File: src/rtl/sdp_mrdma_eg_rsp_rcv.sv
`timescale 1ns/1ps
`default_nettype none
// ============================================================================
// Module      : sdp_mrdma_eg_rsp_rcv
// Description : MRDMA read-response receiver. It keeps beats in order through
//               a FIFO and a registered output stage, and owns the request credit.
// Revision    : 1.0 - initial release
// ============================================================================
module sdp_mrdma_eg_rsp_rcv #(
  parameter int DW = 514,
  parameter int AW = 3
) (
  input  logic          nvdla_core_clk,
  input  logic          nvdla_core_rstn,
  input  logic          ig_req_accept,
  output logic          ig_req_credit,
  input  logic          dma_rd_rsp_vld,
  output logic          dma_rd_rsp_rdy,
  input  logic [DW-1:0] dma_rd_rsp_pd,
  output logic          eg_rsp_valid,
  input  logic          eg_rsp_ready,
  output logic [DW-1:0] eg_rsp_pd,
  output logic [AW:0]   reserved_cnt,
  output logic [AW:0]   inflight_cnt,
  output logic          proto_err
);

  localparam int          DEPTH       = 1 << AW;
  localparam logic [AW:0] c_depth_cnt = (AW+1)'(DEPTH);
  localparam logic [AW:0] c_one       = (AW+1)'(1);

  logic [DW-1:0] mem_q [DEPTH];
  logic [AW:0]   wr_ptr_q, wr_ptr_d;
  logic [AW:0]   rd_ptr_q, rd_ptr_d;
  logic          valid_q, valid_d;
  logic [DW-1:0] pd_q;
  logic [AW:0]   res_q, res_d;
  logic [AW:0]   infl_q, infl_d;
  logic          err_q, err_d;

  logic w_fifo_empty;
  logic w_fifo_full;
  logic w_acc_in;
  logic w_out_fire;
  logic w_load_en;
  logic w_fifo_rd;
  logic w_bypass;
  logic w_fifo_wr;
  logic w_err_req;
  logic w_err_rsp;

  assign w_fifo_empty = (wr_ptr_q == rd_ptr_q);
  assign w_fifo_full  = (wr_ptr_q[AW] != rd_ptr_q[AW]) &&
                        (wr_ptr_q[AW-1:0] == rd_ptr_q[AW-1:0]);

  assign dma_rd_rsp_rdy = !w_fifo_full;
  assign w_acc_in       = dma_rd_rsp_vld && !w_fifo_full;
  assign w_out_fire     = valid_q && eg_rsp_ready;

  // The output register takes a new beat whenever it is empty or draining;
  // the FIFO head always wins over the incoming beat to keep arrival order.
  assign w_load_en = !valid_q || w_out_fire;
  assign w_fifo_rd = w_load_en && !w_fifo_empty;
  assign w_bypass  = w_load_en && w_fifo_empty && w_acc_in;
  assign w_fifo_wr = w_acc_in && !w_bypass;

  assign w_err_req = ig_req_accept && !w_out_fire && (res_q == c_depth_cnt);
  assign w_err_rsp = w_acc_in && !ig_req_accept && (infl_q == '0);

  always_comb begin
    wr_ptr_d = wr_ptr_q;
    rd_ptr_d = rd_ptr_q;
    valid_d  = valid_q;
    if (w_fifo_wr) wr_ptr_d = wr_ptr_q + c_one;
    if (w_fifo_rd) rd_ptr_d = rd_ptr_q + c_one;
    if (w_load_en) valid_d = w_fifo_rd || w_bypass;
  end

  always_comb begin
    res_d = res_q;
    if (ig_req_accept && !w_out_fire) begin
      if (res_q != c_depth_cnt) res_d = res_q + c_one;
    end else if (!ig_req_accept && w_out_fire) begin
      if (res_q != '0) res_d = res_q - c_one;
    end
  end

  always_comb begin
    infl_d = infl_q;
    if (ig_req_accept && !w_acc_in) begin
      infl_d = infl_q + c_one;
    end else if (!ig_req_accept && w_acc_in) begin
      if (infl_q != '0) infl_d = infl_q - c_one;
    end
  end

  always_comb begin
    err_d = err_q || w_err_req || w_err_rsp;
  end

  always_ff @(posedge nvdla_core_clk or negedge nvdla_core_rstn) begin
    if (!nvdla_core_rstn) begin
      wr_ptr_q <= '0;
      rd_ptr_q <= '0;
      valid_q  <= 1'b0;
      res_q    <= '0;
      infl_q   <= '0;
      err_q    <= 1'b0;
    end else begin
      wr_ptr_q <= wr_ptr_d;
      rd_ptr_q <= rd_ptr_d;
      valid_q  <= valid_d;
      res_q    <= res_d;
      infl_q   <= infl_d;
      err_q    <= err_d;
    end
  end

  // Payload storage carries no reset.
  always_ff @(posedge nvdla_core_clk) begin
    if (w_fifo_wr) mem_q[wr_ptr_q[AW-1:0]] <= dma_rd_rsp_pd;
  end

  always_ff @(posedge nvdla_core_clk) begin
    if (w_fifo_rd) begin
      pd_q <= mem_q[rd_ptr_q[AW-1:0]];
    end else if (w_bypass) begin
      pd_q <= dma_rd_rsp_pd;
    end
  end

  assign ig_req_credit = (res_q < c_depth_cnt);
  assign eg_rsp_valid  = valid_q;
  assign eg_rsp_pd     = pd_q;
  assign reserved_cnt  = res_q;
  assign inflight_cnt  = infl_q;
  assign proto_err     = err_q;

endmodule
`default_nettype wire

File: config.mk
export PLATFORM = sky130hd
export DESIGN_NAME = sdp_mrdma_eg_rsp_rcv
export DESIGN_NICKNAME = d
export VERILOG_FILES = /design/src/rtl/sdp_mrdma_eg_rsp_rcv.sv
export SDC_FILE = /design/constraint.sdc
export NUM_CORES = 2
export LEC_CHECK = 0
export CAP_MARGIN = 20
export CORE_ASPECT_RATIO = 1.5
export CORE_UTILIZATION = 60
export DETAILED_ROUTE_END_ITERATION = 7
export PLACE_DENSITY = 0.83
export SLEW_MARGIN = 20
export SYNTH_ARGS = -nofsm -noshare
export SYNTH_HDL_FRONTEND = slang
export SYNTH_MEMORY_MAX_BITS = 65536
export SYNTH_SLANG_ARGS = --single-unit
File: constraint.sdc
create_clock -name nvdla_core_clk -period 77 [get_ports nvdla_core_clk]
set_input_delay 7.7 -clock nvdla_core_clk [delete_from_list [all_inputs] [get_ports nvdla_core_clk]]
set_output_delay 7.7 -clock nvdla_core_clk [all_outputs]
set_load 0.01 [all_outputs]
; ---- Yosys cells after proc, flatten, opt, wreduce, memory -nomap -nowiden
; Memory sizes are Yosys's and may differ from the RTL's.
; Index checks and enable logic that the tools add are counted.
[word_totals]
ff_bits = 532
mem_bits_rw = 4112
in_bits = 519
out_inout_bits = 526
elab_cells = 66
memories = 1
[op_classes]
addsub = 6
n_lt_le_gt_ge = 1
eq_ne = 6
muxes = 11
reduce_logical = 34
[mem_list]
columns = memory, words, width, rd, rd_ports_with_merged_regs, write_ports, line_no
row1 = mem_q, 8, 514, 1, 0, 1, 32  ; logic [DW-1:0] mem_q [DEPTH];
[ops]
columns = op, n
row1 = $mux W514, 2
row2 = $mux W4, 7
row3 = $add A4 B1 Y4 const B, 4
row4 = $logic_and A1 B1 Y1, 13
row5 = $reduce_bool A2 Y1, 5
row6 = $reduce_bool A4 Y1, 2
row7 = $sub A4 B1 Y4 const B, 2
row8 = $logic_not A1 Y1, 7
row9 = $eq A4 B4 Y1, 1
row10 = $eq A4 B4 Y1 const B, 1
row11 = $logic_not A4 Y1, 1
row12 = $logic_or A1 B1 Y1, 4
row13 = $lt A4 B4 Y1 const B, 1
row14 = $ne A4 B4 Y1 const B, 1
row15 = $eq A3 B3 Y1, 1
row16 = $reduce_and A3 Y1, 1
row17 = $mux W1, 2
row18 = $ne A2 B1 Y1 const B, 1
row19 = $reduce_and A2 Y1, 1
row20 = $ne A1 B1 Y1, 1

; ---- Longest topological paths before layout
[depth]
depth_word = 9
ltp_mapped = 11
mapped_depth_nobuf = 10

; ---- Least setup slack after synthesis
; Ideal clock, no wire load.
[synth_path]
kind = input to register
startpoint = input eg_rsp_ready
endpoint = memory mem_q[0][0] (enable)
setup_ns = 2.025
arrival_ns = 42.896
slack_ns = 32.079
path_stages = 4
n_path_buf = 0
cell_sequence = nand2b_1 -> o2111ai_1 -> nand3b_1 -> nor3_1
[synth_via]
elab_chain_len = 8
[synth_lines]
columns = element, line_no
row1 = from (decl), 21  ; input logic eg_rsp_ready,
row2 = $logic_and A1 B1 Y1, 58  ; assign w_out_fire = valid_q && eg_rsp_ready;
row3 = $logic_or A1 B1 Y1, 62  ; assign w_load_en = !valid_q || w_out_fire;
row4 = $logic_and A1 B1 Y1 (2 in series), 64  ; assign w_bypass = w_load_en && w_fifo_empty && w_acc_in;
row5 = $logic_not A1 Y1, 65  ; assign w_fifo_wr = w_acc_in && !w_bypass;
row6 = $logic_and A1 B1 Y1, 65
row7 = $mux W1, 121  ; if (w_fifo_wr) mem_q[wr_ptr_q[AW-1:0]] <= dma_rd_rsp_pd;
row8 = $mux W1 (implied by the code), 121
row9 = to (decl), 32
; Every way passes these cells.

; ---- Worst setup path in the final report
[layout_path]
startpoint = input eg_rsp_ready
endpoint = register pd_q[238] (netlist: eg_rsp_pd[238]) (data pin)
[layout_via]
elab_chain_len = 4
[layout_lines]
columns = element, line_no
row1 = $logic_and A1 B1 Y1, 58
row2 = $logic_or A1 B1 Y1, 62
row3 = $logic_and A1 B1 Y1, 63  ; assign w_fifo_rd = w_load_en && !w_fifo_empty;
row4 = $mux W514, 125  ; if (w_fifo_rd) begin
row5 = to (signal assigned), 126  ; pd_q <= mem_q[rd_ptr_q[AW-1:0]];
row6 = to (signal assigned), 128  ; pd_q <= dma_rd_rsp_pd;
row7 = to (decl), 36  ; logic [DW-1:0] pd_q;
; Every way passes these cells.
; A chain may end at the register's enable or synchronous reset.

==> impl_metrics.py <==
metrics = {
    "outcome": {
        "status": "finished, final reports clean",
    },
    "worst_setup_path": {
        "setup.worst_path.end_class": "flop",
        "worstSetupPathType": "input port to flop",
        "timing.rr.start": "rd_ptr_q[0]",
        "crit_required_ns": 77.59,
        "path_common_cell": "buf_4",
        "cp.arrival_ns": 13.66,
        "worstPathCellList": "clkdlybuf4s50_1 > nor2b_1 > a41o_4 > buf_6 > buf_4 > buf_4 > buf_4 > buf_4 > o21ai_1",
        "critPathLaunch": "eg_rsp_ready",
        "path_max_fanout": 94,
        "start_kind": "input port",
        "slowest_stage": "buf_4",
        "critPathMaxStageDelay_ns": 0.88,
        "critPathBufInv": 6,
        "critPathTopFamily": "buffers and inverters",
    },
    "logic_synthesis": {
        "yosysMostFrequentCell": "edfxtp_1",
        "synth_edf_count": 4626,
        "ys_ff_latch": 4644,
        "async_flop_share": 0.003876,
        "synth.mux.area_fraction": 0.1614,
        "synth_cell_type_count": 44,
        "yosys.area_share.simple": 0.01339,
        "mappedNetlistArea_um2": 175500,
        "netlist.area_leader.share": 0.7916,
        "synthAdderAreaFrac": 0.0008698,
        "synth_area_leaders": "edfxtp_1 (79%), mux4_2 (13%), mux2i_1 (2.9%)",
        "synth_cells": 7719,
        "synth_common_cells": "edfxtp_1 (4626), mux4_2 (1028), mux2i_1 (515)",
        "synth_top_family_by_area": "multiplexers",
        "synth_compound_area_frac": 0.01658,
        "syn_nets": 8249,
        "synth_flop_cell": "edfxtp_1",
        "synth_xor_area_frac": 0.0009768,
        "yosys_warnings": 0,
        "synth_area_leader_cell": "edfxtp_1",
        "syn_avg_cell_area_um2": 22.73,
        "yosysSeqAreaShare": 0.7941,
    },
    "sta": {
        "slew_headroom": 0.1436,
        "hold_ws_ns": 0.5437,
        "fmax_ghz": 0.07656,
        "fin_tns_setup_ns": 0,
        "fin_skew_ns": 0.06175,
        "rsz0062_at_grt": "false",
        "finalCritPeriodShare": 0.1696,
        "setup_viol": 0,
        "tightest_slew_ns": 1.285,
        "hold_violations": 0,
        "drv_slew": 0,
        "period_needed_ns": 13.06,
    },
    "die": {
        "fp.dieW_um": 443.6,
        "core_um2": 290400,
        "die-area_um2": 294700,
        "initial_core_util": 0.6043,
        "die_y_um": 664.4,
        "pin_count": 1045,
        "std_cell_rows": 242,
    },
    "clock_tree": {
        "cts_buffers": 403,
        "ctsHoldBuffers": 0,
        "cts_tree": "yes",
        "htreeDepth": 5,
        "clkTransAtPathRegs_ns": 0.07,
        "numClockSinks": 4644,
        "cts_buffer_depth": 4,
        "cts_setup_buffers": 0,
        "cts-root-buf": "clkbuf_16",
        "clk_latency_ns": 0.94,
        "cts_resized": 0,
    },
    "place": {
        "placed_cells": 12270,
        "gp_congestion": 0.7977,
        "io_buffer_count": 1044,
        "dp_hpwl_um": 227400,
    },
    "layout": {
        "nNetsFinal": 9425,
        "stdcell_count": 13080,
        "drive_gt1_frac": 0.2082,
        "num-fill-cells": 15600,
        "multi_input_area_um2": 33980,
        "seq_area_um2": 139400,
        "area_growth_pct": 15.84,
    },
    "routing": {
        "vias": 86690,
        "drc": 0,
        "wirelength_um": 435500,
        "ant_nets": 0,
        "drtPass1Iterations": 6,
        "wl_per_cell_um": 33.30,
        "via_per_inst": 6.628,
        "drt_iter0_markers": 10990,
    },
    "grt": {
        "antenna_found_initial": 101,
        "grt_pass1_wl_um": 624500,
        "overflow": 0,
        "grt_pass1_vias": 90310,
        "gr-usage-all-layers": 0.2921,
        "grt_max_degree": 225,
    },
    "worst_hold_path": {
        "min_path_type": "flop to flop",
        "min_from": "rd_ptr_q[3]",
    },
    "power_and_ir_drop": {
        "irDropWorstVdd_v": 0.00003727,
        "p_total_mw": 7.947,
        "p_leak_nw": 65.52,
        "p_per_area_nw_per_um2": 39.09,
    },
    "job": {
        "cap_violations": 0,
    },
}
==> per-stage QoR <==
stage | instance area (um2) | utilization | setup slack, ns
2_1_floorplan | 175500 | - | 32.08
3_3_place_gp | 189800 | 0.6536 | 63.21
3_5_place_dp | 189800 | 0.6536 | 62.94
4_1_cts | 203000 | 0.6993 | 63.82
5_1_grt | 203200 | 0.6999 | 63.70
6_report | 203300 | 0.7001 | 63.94
==> sequential cells by signal, summed over array words and instances, names as in the netlist <==
register,count
eg_rsp_pd,514
eg_rsp_valid,1
inflight_cnt,4
mem_q,4112
proto_err,1
rd_ptr_q,4
reserved_cnt,4
wr_ptr_q,4
==> path summary, 6_finish.rpt <==
check	end	slack (ns)	depth (start not counted)
max	eg_rsp_pd[238]	63.94	9
min	rd_ptr_q[3]	0.54	1
max reg2reg	eg_rsp_pd[289]	69.70	9
min reg2reg	rd_ptr_q[3]	0.54	1
max in group asynchronous	rd_ptr_q[2]	69.84	1
min in group asynchronous	wr_ptr_q[1]	6.77	1
==> kinds of logic (layout without fill, tap and decap cells) <==
group	Yosys count	in the layout
AOI/OAI and AO/OA	530	530
xor gates and xnor gates	17	17
adders and majority gates	11	11
buffers and inverters	412	1914
DFF	4644	4644
muxes	1545	1545
other	0	77
and+or+nand+nor	560	560
==> layer usage <==
metal / global-route usage / up-vias / routed length [um]
met1: 0.3662 / 44890 / 144000
li1: - / 34520 / -
met3: 0.06505 / 1087 / 46600
met2: 0.4868 / 6129 / 222300
met5: 0 / - / 393
met4: 0.1399 / 60 / 22160
==> final cells by class <==
type | instances | area share
inverter | 9 | 0.0002031
sequential | 4644 | 0.6856
multi-input combinational | 2663 | 0.1672
clock buffer | 462 | 0.05154
timing repair buffer | 1174 | 0.05762
clock inverter | 269 | 0.01363
tap | 3782 | 0.02328
antenna | 77 | 0.0009479
==> cell usage in the layout, fill, tap and decap left out, drive strengths merged, types with 2 or more instances in the layout <==
| cell type | n |
|---|---|
| fa | 2 |
| inv | 18 |
| dfrtp | 18 |
| clkbuf | 462 |
| mux4 | 1028 |
| mux2 | 2 |
| o21ai | 516 |
| nand3 | 4 |
| o31ai | 2 |
| ha | 9 |
| edfxtp | 4626 |
| clkinvlp | 31 |
| buf | 131 |
| bufinv | 47 |
| nand2 | 530 |
| xnor2 | 13 |
| nand2b | 3 |
| nor3 | 6 |
| clkinv | 182 |
| clkdlybuf4s50 | 1043 |
| nand4 | 2 |
| diode | 77 |
| xor2 | 4 |
| a21oi | 4 |
| mux2i | 515 |
| nor2 | 9 |
==> power by group <==
part	leakage, nW	switching, mW	internal [mW]
Combinational	16.5	1.29	1.02
Sequential	42.6	0.210	3.37
Clock	6.43	0.919	1.14
Total	65.5	2.42	5.52
No activity file was read; power rests on OpenSTA's default activity.
